### src/rtl/fifo_pkg.sv
// Shared async-FIFO helpers: Gray/binary conversion and depth derivation,
// used by both the write-side and read-side pointer blocks.
package fifo_pkg;

  localparam int ADDRBITS_DEF = 8;

  // Conversions operate on a wide vector; zero-extended narrower pointers
  // convert correctly because the leading zeros contribute nothing.
  localparam int GW = 32;

  function automatic int fifo_depth(input int ab);
    return 1 << ab;
  endfunction

  function automatic logic [GW-1:0] bin2gray(input logic [GW-1:0] b);
    return b ^ (b >> 1);
  endfunction

  function automatic logic [GW-1:0] gray2bin(input logic [GW-1:0] g);
    logic [GW-1:0] b;
    b[GW-1] = g[GW-1];
    for (int i = GW - 2; i >= 0; i--) b[i] = b[i+1] ^ g[i];
    return b;
  endfunction

endpackage

### src/rtl/write_ptr_full_if.sv
// Writer-side bundle of the async FIFO write pointer block.
interface write_ptr_full_if
  import fifo_pkg::*;
#(
  parameter int addrbits = ADDRBITS_DEF
) ();

  logic                sync_flush;
  logic                wr_en;
  logic [addrbits:0]   sync_rdptr;
  logic                wr_accept;
  logic [addrbits-1:0] waddr;
  logic [addrbits:0]   wrptr;
  logic                full;
  logic                almost_full;
  logic [addrbits:0]   wr_count;
  logic                overflow;

  modport master (
    output sync_flush, wr_en, sync_rdptr,
    input  wr_accept, waddr, wrptr, full, almost_full, wr_count, overflow
  );

  modport slave (
    input  sync_flush, wr_en, sync_rdptr,
    output wr_accept, waddr, wrptr, full, almost_full, wr_count, overflow
  );

endinterface

### src/rtl/write_ptr_full.sv
// Write-domain pointer, full/almost-full, occupancy and sticky overflow
// generation for the asynchronous FIFO.
module write_ptr_full
  import fifo_pkg::*;
#(
  parameter int addrbits     = ADDRBITS_DEF,
  parameter int AFULL_MARGIN = 4
) (
  input logic              clk_out,
  input logic              rst,
  write_ptr_full_if.slave  bus
);

  localparam int DEPTH = fifo_depth(addrbits);
  localparam int PW    = addrbits + 1;
  localparam logic [PW-1:0] AFULL_TH = PW'(DEPTH - AFULL_MARGIN);

  logic [PW-1:0] wbin, wbin_next;
  logic [PW-1:0] wgray, wgray_next;
  logic [PW-1:0] rbin, count_next, count_q;
  logic          full_q, full_next;
  logic          afull_q, afull_next;
  logic          ovf_q;
  logic          clear;
  logic          accept;

  assign clear  = rst || bus.sync_flush;
  assign accept = bus.wr_en && !full_q && !clear;

  always_comb begin
    wbin_next  = wbin + PW'(accept);
    wgray_next = PW'(bin2gray(GW'(wbin_next)));
    rbin       = PW'(gray2bin(GW'(bus.sync_rdptr)));
    count_next = wbin_next - rbin;
    // Full: same RAM slot, writer one lap ahead (two Gray MSBs differ).
    full_next  = (wgray_next == {~bus.sync_rdptr[PW-1:PW-2], bus.sync_rdptr[PW-3:0]});
    afull_next = (count_next >= AFULL_TH);
  end

  always_ff @(posedge clk_out) begin
    if (clear) begin
      wbin    <= '0;
      wgray   <= '0;
      full_q  <= 1'b0;
      afull_q <= 1'b0;
      count_q <= '0;
      ovf_q   <= 1'b0;
    end else begin
      wbin    <= wbin_next;
      wgray   <= wgray_next;
      full_q  <= full_next;
      afull_q <= afull_next;
      count_q <= count_next;
      if (bus.wr_en && full_q) ovf_q <= 1'b1;
    end
  end

  assign bus.wr_accept   = accept;
  assign bus.waddr       = wbin[addrbits-1:0];
  assign bus.wrptr       = wgray;
  assign bus.full        = full_q;
  assign bus.almost_full = afull_q;
  assign bus.wr_count    = count_q;
  assign bus.overflow    = ovf_q;

endmodule

### src/flat_wrapper.sv
// flat-port wrapper written by rule: the top's interface ports become plain ports
module write_ptr_full_flat import fifo_pkg::*;
#(
  parameter int addrbits     = ADDRBITS_DEF,
  parameter int AFULL_MARGIN = 4
)
  (clk_out, rst, bus_sync_flush, bus_wr_en, bus_sync_rdptr, bus_wr_accept, bus_waddr, bus_wrptr, bus_full, bus_almost_full, bus_wr_count, bus_overflow);
  write_ptr_full_if #(.addrbits(addrbits)) bus_i ();
  input logic clk_out;
  input logic rst;
  input wire logic [$bits(bus_i.sync_flush)-1:0] bus_sync_flush;
  input wire logic [$bits(bus_i.wr_en)-1:0] bus_wr_en;
  input wire logic [$bits(bus_i.sync_rdptr)-1:0] bus_sync_rdptr;
  output wire logic [$bits(bus_i.wr_accept)-1:0] bus_wr_accept;
  output wire logic [$bits(bus_i.waddr)-1:0] bus_waddr;
  output wire logic [$bits(bus_i.wrptr)-1:0] bus_wrptr;
  output wire logic [$bits(bus_i.full)-1:0] bus_full;
  output wire logic [$bits(bus_i.almost_full)-1:0] bus_almost_full;
  output wire logic [$bits(bus_i.wr_count)-1:0] bus_wr_count;
  output wire logic [$bits(bus_i.overflow)-1:0] bus_overflow;
  assign bus_i.sync_flush = bus_sync_flush;
  assign bus_i.wr_en = bus_wr_en;
  assign bus_i.sync_rdptr = bus_sync_rdptr;
  assign bus_wr_accept = bus_i.wr_accept;
  assign bus_waddr = bus_i.waddr;
  assign bus_wrptr = bus_i.wrptr;
  assign bus_full = bus_i.full;
  assign bus_almost_full = bus_i.almost_full;
  assign bus_wr_count = bus_i.wr_count;
  assign bus_overflow = bus_i.overflow;
  write_ptr_full #(.addrbits(addrbits), .AFULL_MARGIN(AFULL_MARGIN)) u_core (.clk_out(clk_out), .rst(rst), .bus(bus_i));
endmodule
### config.mk
export PLATFORM = sky130hd
export DESIGN_NAME = write_ptr_full_flat
export DESIGN_NICKNAME = d
export VERILOG_FILES = /design/src/rtl/fifo_pkg.sv /design/src/rtl/write_ptr_full_if.sv /design/src/rtl/write_ptr_full.sv /design/src/flat_wrapper.sv
export SDC_FILE = /design/constraint.sdc
export NUM_CORES = 1
export LEC_CHECK = 0
export BUFFER_PORTS_ARGS = -buffer_cell sky130_fd_sc_hd__buf_4
export CAP_MARGIN = 20
export CORE_ASPECT_RATIO = 0.8
export CORE_MARGIN = 3
export CORE_UTILIZATION = 53
export DETAILED_ROUTE_END_ITERATION = 8
export PLACE_DENSITY = 0.77
export SLEW_MARGIN = 20
export SYNTH_ARGS = -nofsm -noshare
export SYNTH_HDL_FRONTEND = slang
export SYNTH_SLANG_ARGS = --single-unit
### constraint.sdc
create_clock -name clk_out -period 4.2 [get_ports clk_out]
set_input_delay 0.21 -clock clk_out [delete_from_list [all_inputs] [get_ports clk_out]]
set_output_delay 0.21 -clock clk_out [all_outputs]
set_load 0.01 [all_outputs]
# Word level (Yosys, flattened, before mapping)
# Cells that the tools add are included.
# totals
ff_bits,30
latchBits,0
mem_bits_rw,0
romBits,0
inputBits,13
n_memories,0
# op_classes
add_sub_neg,2
n_mul,0
div,0
order_cmp,1
n_eq_ne,1
shifts,0
n_mux,0
bitwise,10
n_reduce_logical,6
# op_table
operator,n
$add 9x1->9,1
$eq 9x9->1,1
$ge 9x8->1 const B,1
$sub 9x9->9,1
$xor 9x8->9,1
$xor 1x1->1,8
$logic_and 1x1->1,3
$logic_not 1->1,2
$not 2->2,1
$logic_or 1x1->1,1

# Depth between registers and ports, before layout
# Gate-level depths: netlist of the first run.
# depth
word_depth,10
ltp_mapped,16
mapped_depth_nobuf,15

# Worst setup path after synthesis of the first run
# No wires, ideal clock.
# synth_path
path_type,input-to-reg
start,input bus_sync_flush
end,register u_core.afull_q (netlist: u_core.bus.almost_full)
setup_ps,75
arrival_time_ps,3315
required_ps,4125
slack_ps,811
stages,16
path_buffers,2
path_cell_list,or2_2 clkbuf_1 nor3b_1 ha_1 ha_1 clkbuf_1 nand3_1 xor2_1 inv_1 ha_1 a21oi_1 xnor2_1 nand2_1 nor3_1 nand4_1 o22ai_1
# synth_via
elab_chain_len,6
# synth_lines
element,line_no,rtl
start: declaration,flat_wrapper.sv:11,input wire logic [$bits(bus_i.sync_flush)-1:0] bus_sync_flush;
$logic_or 1x1->1,write_ptr_full.sv:27,assign clear = rst || bus.sync_flush;
$logic_not 1->1,write_ptr_full.sv:28,assign accept = bus.wr_en && !full_q && !clear;
$logic_and 1x1->1,write_ptr_full.sv:28,
named net bus_wr_accept,flat_wrapper.sv:14,output wire logic [$bits(bus_i.wr_accept)-1:0] bus_wr_accept;
$add 9x1->9,write_ptr_full.sv:31,wbin_next = wbin + PW'(accept);
named net u_core.wbin_next[6],write_ptr_full.sv:18,"logic [PW-1:0] wbin, wbin_next;"
$sub 9x9->9,write_ptr_full.sv:34,count_next = wbin_next - rbin;
$ge 9x8->1,write_ptr_full.sv:37,afull_next = (count_next >= AFULL_TH);
end signal: assignment,write_ptr_full.sv:52,afull_q <= afull_next;
end: declaration,write_ptr_full.sv:22,"logic afull_q, afull_next;"
# The timed path passes the listed nets, and every way through them passes these cells.
# A chain may end at the register's enable or synchronous reset.

# Final worst setup path of the first run
# layout_path
start,input bus_sync_rdptr[8]
end,register u_core.afull_q (netlist: u_core.bus.almost_full)
# layout_via
elab_chain_len,10
# layout_lines
element,line_no,rtl
start: declaration,flat_wrapper.sv:13,input wire logic [$bits(bus_i.sync_rdptr)-1:0] bus_sync_rdptr;
$xor 1x1->1 (8 in series),fifo_pkg.sv:22,for (int i = GW - 2; i >= 0; i--) b[i] = b[i+1] ^ g[i];
$sub 9x9->9 (*),write_ptr_full.sv:34,
$ge 9x8->1 (*),write_ptr_full.sv:37,
# Every way passes the cells marked *; elsewhere a longest branch is shown, timed or not.

==> out/metrics.csv, run 1 <==
metric;value;unit
vias;1539;
Die Span X;70.8;um
Synthesized Nets;226;
Die ar.;4100;um^2
setup ws final;0.903;ns
CP arrival;3.47;ns
clock latency on the worst-skew pair;0.29;ns
pre-CTS setup slack;0.659;ns
min Tclk post-route;3.30;ns
H-tree lvl count;2;
First-pass DRT Iterations;4;
first-pass GRT wire length;6460;um
global route overflow;0;
cts bufs inserted;5;
DP HPWL;3040;um
Setup-failing EPs final;0;
Fill cells;269;
share of layout cells above drive strength 1;25.3;%
flops & latches, synth;29;
clock root cell;clkbuf_8;
total core area;3150;um^2
Worst Hold Class;primary input to flop;
Clk pin slew, worst setup/hold paths;0.06;ns
period utilization;78.5;%
Post-synth EDFFs;0;
number of distinct library cells after synthesis;44;
VDD IR max;0.273;mV
Post-Synthesis Cell Area;1780;um^2
total routed wirelength;4000;um
register area;581;um^2
initial antenna violation count;0;
Diodes inserted;0;
PwrDens;319;nW/um^2
Max Clk Rate;0.303;GHz
Worst EP required;4.37;ns
number of port buffers;42;
clock buffer depth;2;
io pins;43;
post-DR vias/cell;5.33;
clock skew;0.00500;ns
Wirelength per Cell;13.8;um
setup_tns;0;ns
worst rel slew slack;68.5;%
RSZ-0062 raised after global routing;false;
Static Leak;1.00;nW
Setup Fix Bufs, Post-CTS;0;
gpl congestion;0.819;
synth-to-layout area growth;25.2;%
Hold Buf Count CTS;0;
GRT Util Overall;21.0;%
Die Span Y;57.9;um
post-route ant nets;0;
sequential area share after synthesis;32.6;%
status;finished, final reports clean;
layout net count;272;
multi-input combinational cell area;1130;um^2
Cell Rows;18;
number of global-route vias before repair;1391;
Crit Path Category;primary input to flop;
largest net degree at the start of global routing;26;
Starting DRT DRC Count;113;
clk sinks;29;
total power;0.712;mW
Hold Vio Cnt, Final;0;
Post-Syn Instances;202;
most common cell after layout, fill and taps aside;buf_4;
Ys Warns;0;
Max-cap violations;0;
hold slack;0.166;ns
Post-route DRC;0;
most frequent cells in the layout;buf_4, dfxtp_1, nor2_1;
# resized after CTS;0;
Slew Limit Fails;0;
worst-margin pin slew;0.469;ns
Worst Setup Start Kind;primary input;
asr flop ratio synth;0;%
CTS tree;built;
Max Fanout on Critical Path;4;
Crit. End Element;flop;
starting density of the core;56.5;%
syn_area_per_cell;8.83;um^2
Synth Flop Type;dfxtp_1;
cell families (layout without fill, tap and decap cells):
kind of cell,after synthesis,in the layout,synth area share (%)
flip-flops,29,29,32.6
AO/OA/AOI/OAI,36,36,13.1
buffers and inverters,18,65,4.14
adder cells (fa/ha/maj),11,11,8.14
AND/OR/NAND/NOR,71,71,19.5
XOR/XNOR,34,34,20.8
multiplexers,3,3,1.75
worst paths after layout:
path,from,end,slack (ns),cells past startpoint
max reg2reg,u_core.bus.full$_SDFF_PP0_,u_core.bus.almost_full$_SDFF_PP0_,1.02,13
min,bus_wr_en,u_core.bus.overflow$_SDFFE_PP0P_,0.17,3
max,bus_sync_rdptr[8],u_core.bus.almost_full$_SDFF_PP0_,0.90,16
min reg2reg,u_core.bus.overflow$_SDFFE_PP0P_,u_core.bus.overflow$_SDFFE_PP0P_,0.50,2
state kept, by name, summed over array words and instances, names as in the netlist:
register and flops:
u_core.bus.wr_count 9, u_core.wbin 8, u_core.bus.full 1, u_core.bus.almost_full 1
u_core.bus.overflow 1, u_core.bus.wrptr 9
stage by stage:
step           utilization, %  cells  area [um^2]
5_1_grt                  70.8    289         2230
6_report                 70.8    289         2230
2_1_floorplan               -    202         1780
3_3_place_gp             68.2    281         2150
3_5_place_dp             68.2    281         2150
4_1_cts                  70.8    289         2230
cell type report:
class	count	share of cell area [%]
Clock inverter	2	0.448
Multi-Input combinational cell	155	50.6
Tap cell	40	2.24
Sequential cell	29	26.0
Timing Repair Buffer	47	15.8
Inverter	10	1.68
Clock buffer	6	3.25
worst max-delay path, cell delays in order:
cell       delay, ns
buf_4           0.10
xnor3_2         0.44
xor2_2          0.21
xor2_2          0.24
xnor3_2         0.32
xnor2_2         0.21
inv_2           0.08
xnor2_2         0.13
ha_1            0.21
fa_1            0.38
nor2b_1         0.17
o21a_1          0.18
o21a_1          0.19
nor3_1          0.06
o2bb2ai_1       0.21
o22ai_1         0.11
synth_stat cells, types with 2 or more instances:
cell type	instances	area, um^2
dfxtp_1	29	581
nor2_1	28	105
xnor2_1	19	166
a21oi_1	10	50.1
ha_1	10	125
inv_1	9	33.8
nand2_1	9	33.8
o21ai_0	9	45.0
nor3_1	8	40.0
xor2_1	8	70.1
clkbuf_1	5	18.8
nand3_1	5	25.0
and2_1	4	25.0
nand2b_1	4	25.0
nor2b_1	3	18.8
o21a_1	3	22.5
a22o_1	2	17.5
and3_1	2	12.5
and4b_1	2	20.0
buf_2	2	10.0
mux2i_1	2	20.0
nor3b_1	2	15.0
o22ai_1	2	12.5
o31ai_1	2	15.0
xnor2_2	2	32.5
xnor3_2	2	47.6
xor2_2	2	32.5
layer usage:
layer  vias to the layer above  global-route usage (%)  share of wire [%]
li1                        785                       -                  -
met2                        51                    31.3                 42
met3                         7                    6.24                7.3
met1                       696                    27.3                 48
met4                         0                    12.1                2.4
met5                         -                       0                  0
power by group:
| part | total [mW] | switching [mW] | internal [mW] |
|---|---|---|---|
| Combinational | 0.198 | 0.0994 | 0.0989 |
| Clock | 0.223 | 0.108 | 0.114 |
| Sequential | 0.291 | 0.00336 | 0.288 |
Power figures use the tool's default switching activity.
==> run 2: changes to the inputs <==
clock period = 3.3 ns   (was 4.2 ns; I/O delays follow)
==> run 2 against run 1 <==
  * Setup slack got worse by 0.81 ns
  * Hold slack got worse by 0.032 ns
  * Global-route usage increased by 1.1 points
  * Wire length increased by 7.4%
==> out/metrics.csv, run 2 (synthesized netlist as in run 1, its figures left out) <==
metric;value;unit;change
status;finished, final reports clean;;
R2R Path Start;u_core.bus.full$_SDFF_PP0_;;
most common cell after layout, fill and taps aside;buf_4;;
clock skew;0.00263;ns;-0.00237 ns
PwrDens;420;nW/um^2;+32%
total core area;3150;um^2;unchanged
Slew Limit Fails;0;;unchanged
Inst Count DP;292;;+3.9%
Static Leak;1.10;nW;+9.9%
global route overflow;0;;unchanged
DP HPWL;3120;um;+2.9%
period utilization;97.2;%;
CTS tree;built;;
max incr delay on CP;0.47;ns;+0.03 ns
min Tclk post-route;3.21;ns;
reg2reg path depth;13;;unchanged
Reg2Reg Setup Slack;0.27;ns;-0.75 ns
clock root cell;clkbuf_8;;
clock buffer depth;2;;unchanged
CP arrival;3.37;ns;-0.10 ns
number of global-route vias before repair;1509;;+8.5%
crit path buf inv count;2;;unchanged
worst-margin pin slew;0.491;ns;+0.0219 ns
vias;1583;;+2.9%
worst path cell trace;buf_8, xnor3_2, xor2_4, xor2_2, xnor3_2, xnor2_4, inv_2, xnor2_2, ha_2, fa_2, nor2b_4, o21a_1, o21ai_2, a31oi_2, xnor2_2, o22ai_1;;
Fill cells;223;;-17%
H-tree lvl count;2;;unchanged
gpl congestion;0.840;;+2.6%
kind of cell adding the most delay to the critical path;XOR/XNOR gates;;
Wirelength per Cell;14.1;um;+2.1%
Max Fanout on Critical Path;3;;-1
first-pass GRT wire length;7020;um;+8.8%
Clk pin slew, worst setup/hold paths;0.06;ns;about the same
hold endpoint;u_core.bus.overflow$_SDFFE_PP0P_;;
starting density of the core;56.5;%;unchanged
number of port buffers;42;;unchanged
share of layout cells above drive strength 1;33.0;%;+7.7 points
io pins;43;;unchanged
cts bufs inserted;5;;unchanged
reg2reg end;u_core.bus.almost_full$_SDFF_PP0_;;
RSZ-0062 raised after global routing;true;;
Crit. End Element;flop;;
clock latency on the worst-skew pair;0.28;ns;about the same
Worst Hold Class;primary input to flop;;
worst rel slew slack;66.5;%;-2.0 points
worst hold path depth;3;;unchanged
clk sinks;29;;unchanged
synth-to-layout area growth;36.7;%;
Max-cap violations;0;;unchanged
Die Span X;70.8;um;unchanged
Worst EP required;3.46;ns;-0.91 ns
largest net degree at the start of global routing;26;;unchanged
hold path start;bus_wr_en;;
Setup-failing EPs final;0;;unchanged
Worst Setup Start Kind;primary input;;
layout net count;287;;+5.5%
total routed wirelength;4300;um;+7.4%
Cell Rows;18;;unchanged
Die Span Y;57.9;um;unchanged
Crit Path Category;primary input to flop;;
Max Clk Rate;0.312;GHz;
Starting DRT DRC Count;138;;+22%
Crit-path slowest cell;xnor3_2;;
most frequent cells in the layout;buf_4, dfxtp_1, nor2_1;;
post-route ant nets;0;;unchanged
Non-Filler Instances;304;;+5.2%
post-layout util;77.3;%;+6.5 points
Diodes inserted;0;;unchanged
Post-route DRC;0;;unchanged
pre-CTS setup slack;-0.146;ns;-0.806 ns
First-pass DRT Iterations;4;;unchanged
GRT Util Overall;22.2;%;+1.1 points
VDD IR max;0.325;mV;+19%
setup ws final;0.0927;ns;-0.810 ns
Die ar.;4100;um^2;unchanged
Hold Vio Cnt, Final;0;;unchanged
setup_tns;0;ns;unchanged
initial antenna violation count;0;;unchanged
post-DR vias/cell;5.21;;-2.2%
-- run 2: where the power goes --
part | total (mW) | internal [mW] | switching, mW
logic | 0.329 | 0.177 | 0.152
clock network | 0.324 | 0.188 | 0.136
registers | 0.370 | 0.366 | 0.00432
total | 1.02 | 0.731 | 0.292
-- run 2: routing by layer --
layer / up-vias / share of wire (%) / GRT usage, % / routed length, um
met2: 45 / 45 / 34.3 / 1940
li1: 813 / - / - / -
met3: 6 / 5.1 / 6.59 / 218
met1: 719 / 49 / 29.7 / 2100
met4: 0 / 0.91 / 7.77 / 39
met5: - / 0 / 0 / 0
-- run 2: layout make-up --
class	instances	area (um^2)	area share, %
Multi-Input combinational cell	155	1190	48.9
Sequential cell	29	581	23.8
Timing Repair Buffer	62	477	19.6
Clock buffer	7	96.3	3.95
Tap cell	40	50.0	2.05
Inverter	10	37.5	1.54
Clock inverter	1	5.00	0.205
-- run 2: how the worst max path moves through the flow --
stage,startpoint,to,slack [ns],cells past startpoint
2_1_floorplan,bus_sync_flush,u_core.bus.almost_full$_SDFF_PP0_,0.11,16
3_3_place_gp,bus_sync_rdptr[8],u_core.bus.almost_full$_SDFF_PP0_,-0.06,16
3_5_place_dp,bus_sync_rdptr[8],u_core.bus.almost_full$_SDFF_PP0_,-0.15,16
4_1_cts,bus_sync_rdptr[8],u_core.bus.almost_full$_SDFF_PP0_,0.08,16
5_1_grt,u_core.bus.full$_SDFF_PP0_,u_core.bus.almost_full$_SDFF_PP0_,-0.02,13
6_report,bus_sync_rdptr[6],u_core.bus.almost_full$_SDFF_PP0_,0.09,16
-- run 2: stage by stage --
step	instance area, um^2	hold slack, ns	power (mW)
after floorplan	1790	0.306	0.557
after global placement	2240	0.398	0.646
after detailed placement	2240	0.421	0.651
after CTS	2340	0.137	0.978
after global routing	2440	0.171	1.07
final	2440	0.134	1.02
-- run 2: tightest hold or removal path, cell delays in order --
cell and delay [ns]:
buf_4 0.08, a21oi_1 0.05, nor2_1 0.08
-- run 2: what timing repair did --
| item | 4_1_cts | 5_1_grt |
|---|---|---|
| setup buffers | 0 | 4 |
| endpoints found under the setup margin | 0 | 4 |
| gates resized for setup | 0 | 14 |
| hold buffers | 0 | 0 |
==> run 3: changes to the inputs <==
--- a/config.mk
+++ b/config.mk
@@ -7,5 +7,4 @@
 export LEC_CHECK = 0
 export BUFFER_PORTS_ARGS = -buffer_cell sky130_fd_sc_hd__buf_4
-export CAP_MARGIN = 20
 export CORE_ASPECT_RATIO = 0.8
 export CORE_MARGIN = 3
==> constraint.sdc (replaced) <==
create_clock -name clk_out -period 3.3 [get_ports clk_out]
set_input_delay 0.66 -clock clk_out [delete_from_list [all_inputs] [get_ports clk_out]]
set_output_delay 0.66 -clock clk_out [all_outputs]
set_load 0.01 [all_outputs]
==> run 3 against run 2 <==
  * The run now ends with setup timing left
  * Hold slack better by 0.37 ns
  * Die area unchanged
  * First-iteration DRC count shrank 28%
  * Critical path depth grew 1
  * Cell area grew 9.3%
  * Clock-buffer cell count unchanged
  * Power rose by 9.8%
  * Final cell count up 7.6%
  * Global-route usage grew 3.7 points
  * Setup slack lost 0.47 ns
  * Clock power about the same
  * Wire length grew 38%
  * Critical endpoint unchanged
  * Highest routed layer unchanged
==> out/metrics.csv, run 3 (synthesized netlist as in run 1, its figures left out) <==
metric;value;unit;change
reg2reg path depth;12;;-1
Cell Rows;18;;unchanged
Max Clk Rate;0.272;GHz;-13%
Setup-failing EPs final;7;;+7
switching share of power;30.6;%;+2.1 points
starting density of the core;56.5;%;unchanged
CP Depth;17;;+1
CP arrival;3.83;ns;+0.46 ns
PwrDens;422;nW/um^2;+0.44%
GRT Util Overall;25.9;%;+3.7 points
hold endpoint;u_core.bus.overflow$_SDFFE_PP0P_;;
worst path cell trace;buf_6, xnor3_2, xor2_4, xor2_2, xnor3_2, xnor2_2, inv_2, xnor2_2, ha_2, fa_2, nor2b_2, o21a_1, o21a_1, buf_4, nor2_1, nand4_1, o22ai_1;;
Die ar.;4100;um^2;unchanged
layout net count;310;;+8.0%
gpl congestion;0.890;;+6.0%
status;finished, violations left;;
worst-margin pin slew;0.499;ns;+0.00877 ns
final instance area;2670;um^2;+9.3%
Crit-path slowest cell;xnor3_2;;
worst rel slew slack;66.6;%;+0.14 points
clock buffer depth;2;;unchanged
synth-to-layout area growth;49.5;%;
Slew Limit Fails;0;;unchanged
Starting DRT DRC Count;100;;-28%
max incr delay on CP;0.44;ns;-0.03 ns
Reg power frac;33.1;%;-3.1 points
Max Fanout on Critical Path;4;;+1
Reg2Reg Setup Slack;0.36;ns;+0.09 ns
Hold Vio Cnt, Final;0;;unchanged
first-pass GRT wire length;8090;um;+15%
First-pass DRT Iterations;5;;+1
number of global-route vias before repair;1710;;+13%
min Tclk post-route;3.68;ns;+0.468 ns
most common cell after layout, fill and taps aside;buf_4;;
clock skew;0.00582;ns;+0.00319 ns
total routed wirelength;5920;um;+38%
setup_tns;-1.26;ns;-1.26 ns
post-DR vias/cell;5.67;;+8.9%
Diodes inserted;0;;unchanged
share of layout cells above drive strength 1;42.2;%;+9.2 points
Worst EP required;3.46;ns;about the same
crit path buf inv count;3;;+1
io pins;43;;unchanged
clk sinks;29;;unchanged
Crit. End Element;flop;;
Net Sw Power;0.344;mW;+18%
Crit Path Category;primary input to flop;;
vias;1854;;+17%
global route overflow;0;;unchanged
reg2reg end;u_core.bus.almost_full$_SDFF_PP0_;;
post-route ant nets;0;;unchanged
hold path start;u_core.bus.overflow$_SDFFE_PP0P_;;
Clk pin slew, worst setup/hold paths;0.07;ns;about the same
Post-DP Area;2400;um^2;+7.4%
RSZ-0062 raised after global routing;true;;
DP HPWL;3780;um;+21%
Post-route DRC;0;;unchanged
Die Span X;70.8;um;unchanged
critical path startpoint;bus_sync_rdptr[8];;
cts bufs inserted;5;;unchanged
internal power;0.780;mW;+6.7%
Gate power share;38.0;%;+5.8 points
initial antenna violation count;0;;unchanged
Die Span Y;57.9;um;unchanged
Worst Hold Class;flop to flop;;
most frequent cells in the layout;buf_4, dfxtp_1, nor2_1;;
Max-cap violations;0;;unchanged
R2R Path Start;u_core.bus.full$_SDFF_PP0_;;
period utilization;111;%;+14 points
Static Leak;1.21;nW;+10%
CTS tree;built;;
largest net degree at the start of global routing;26;;unchanged
VDD IR max;0.468;mV;+44%
setup ws final;-0.375;ns;-0.468 ns
total core area;3150;um^2;unchanged
H-tree lvl count;2;;unchanged
Wirelength per Cell;18.1;um;+28%
clock latency on the worst-skew pair;0.29;ns;about the same
number of port buffers;42;;unchanged
Worst Setup Start Kind;primary input;;
clock root cell;clkbuf_8;;
failing checks;setup timing;;
worst hold path depth;2;;-1
Clock power frac;29.0;%;-2.7 points
kind of cell adding the most delay to the critical path;XOR/XNOR gates;;
run 3: cell types whose count changed in the layout (fill, tap and decap cells not counted), sizes merged:
cell / change
buf: +23
run 3: worst max path at each step:
stage,to
finish,u_core.bus.almost_full$_SDFF_PP0_
global placement,u_core.bus.almost_full$_SDFF_PP0_
global route,u_core.bus.almost_full$_SDFF_PP0_
CTS,u_core.bus.almost_full$_SDFF_PP0_
detailed placement,u_core.bus.almost_full$_SDFF_PP0_
floorplan,u_core.bus.almost_full$_SDFF_PP0_
run 3: layer usage:
metal / global-route usage, % / wire, um / up-vias
met3: 7.11 / 493 / 18
met4: 9.38 / 151 / 0
met1: 33.7 / 2400 / 872
met5: 0 / 0 / -
met2: 41.6 / 2880 / 109
li1: - / - / 855
run 3: what timing repair did:
item / in CTS / in global routing
cloned: 0 / 0
resized for setup: 6 / 15
pin swaps: 4 / 10
hold buffers: 0 / 0
endpoints found under the setup margin: 4 / 6
setup buffers: 4 / 5
run 3: layout make-up:
type / count / area, um^2
tap: 40 / 50.0
sequential: 29 / 581
multi-input combinational: 155 / 1240
clock buffer: 7 / 96.3
inverter: 10 / 37.5
fill: 168 / 488
clock inverter: 1 / 5.00
timing repair buffer: 85 / 653
run 3: power by group through the flow:
stage               Sequential (mW)  Clock, mW  Combinational (mW)
floorplan                     0.386          0               0.178
global placement              0.378          0               0.302
detailed placement            0.378          0               0.310
CTS                           0.371      0.326               0.337
global route                  0.372      0.347               0.451
finish                        0.372      0.326               0.427
run 3: tightest hold or removal path, cell delays in order (launching register included):
cell and delay [ns]:
dfxtp_1 0.34, a21oi_1 0.05, nor2_1 0.08
run 3: metrics by stage:
step | std cells | hold slack (ns) | setup slack [ns] | util, % | power [mW]
2_1_floorplan | 202 | 0.502 | -0.263 | - | 0.564
3_3_place_gp | 310 | 0.457 | -0.394 | 76.2 | 0.680
3_5_place_dp | 310 | 0.469 | -0.488 | 76.2 | 0.688
4_1_cts | 322 | 0.486 | -0.174 | 81.0 | 1.03
5_1_grt | 327 | 0.520 | -0.468 | 84.5 | 1.17
6_report | 327 | 0.508 | -0.375 | 84.5 | 1.12
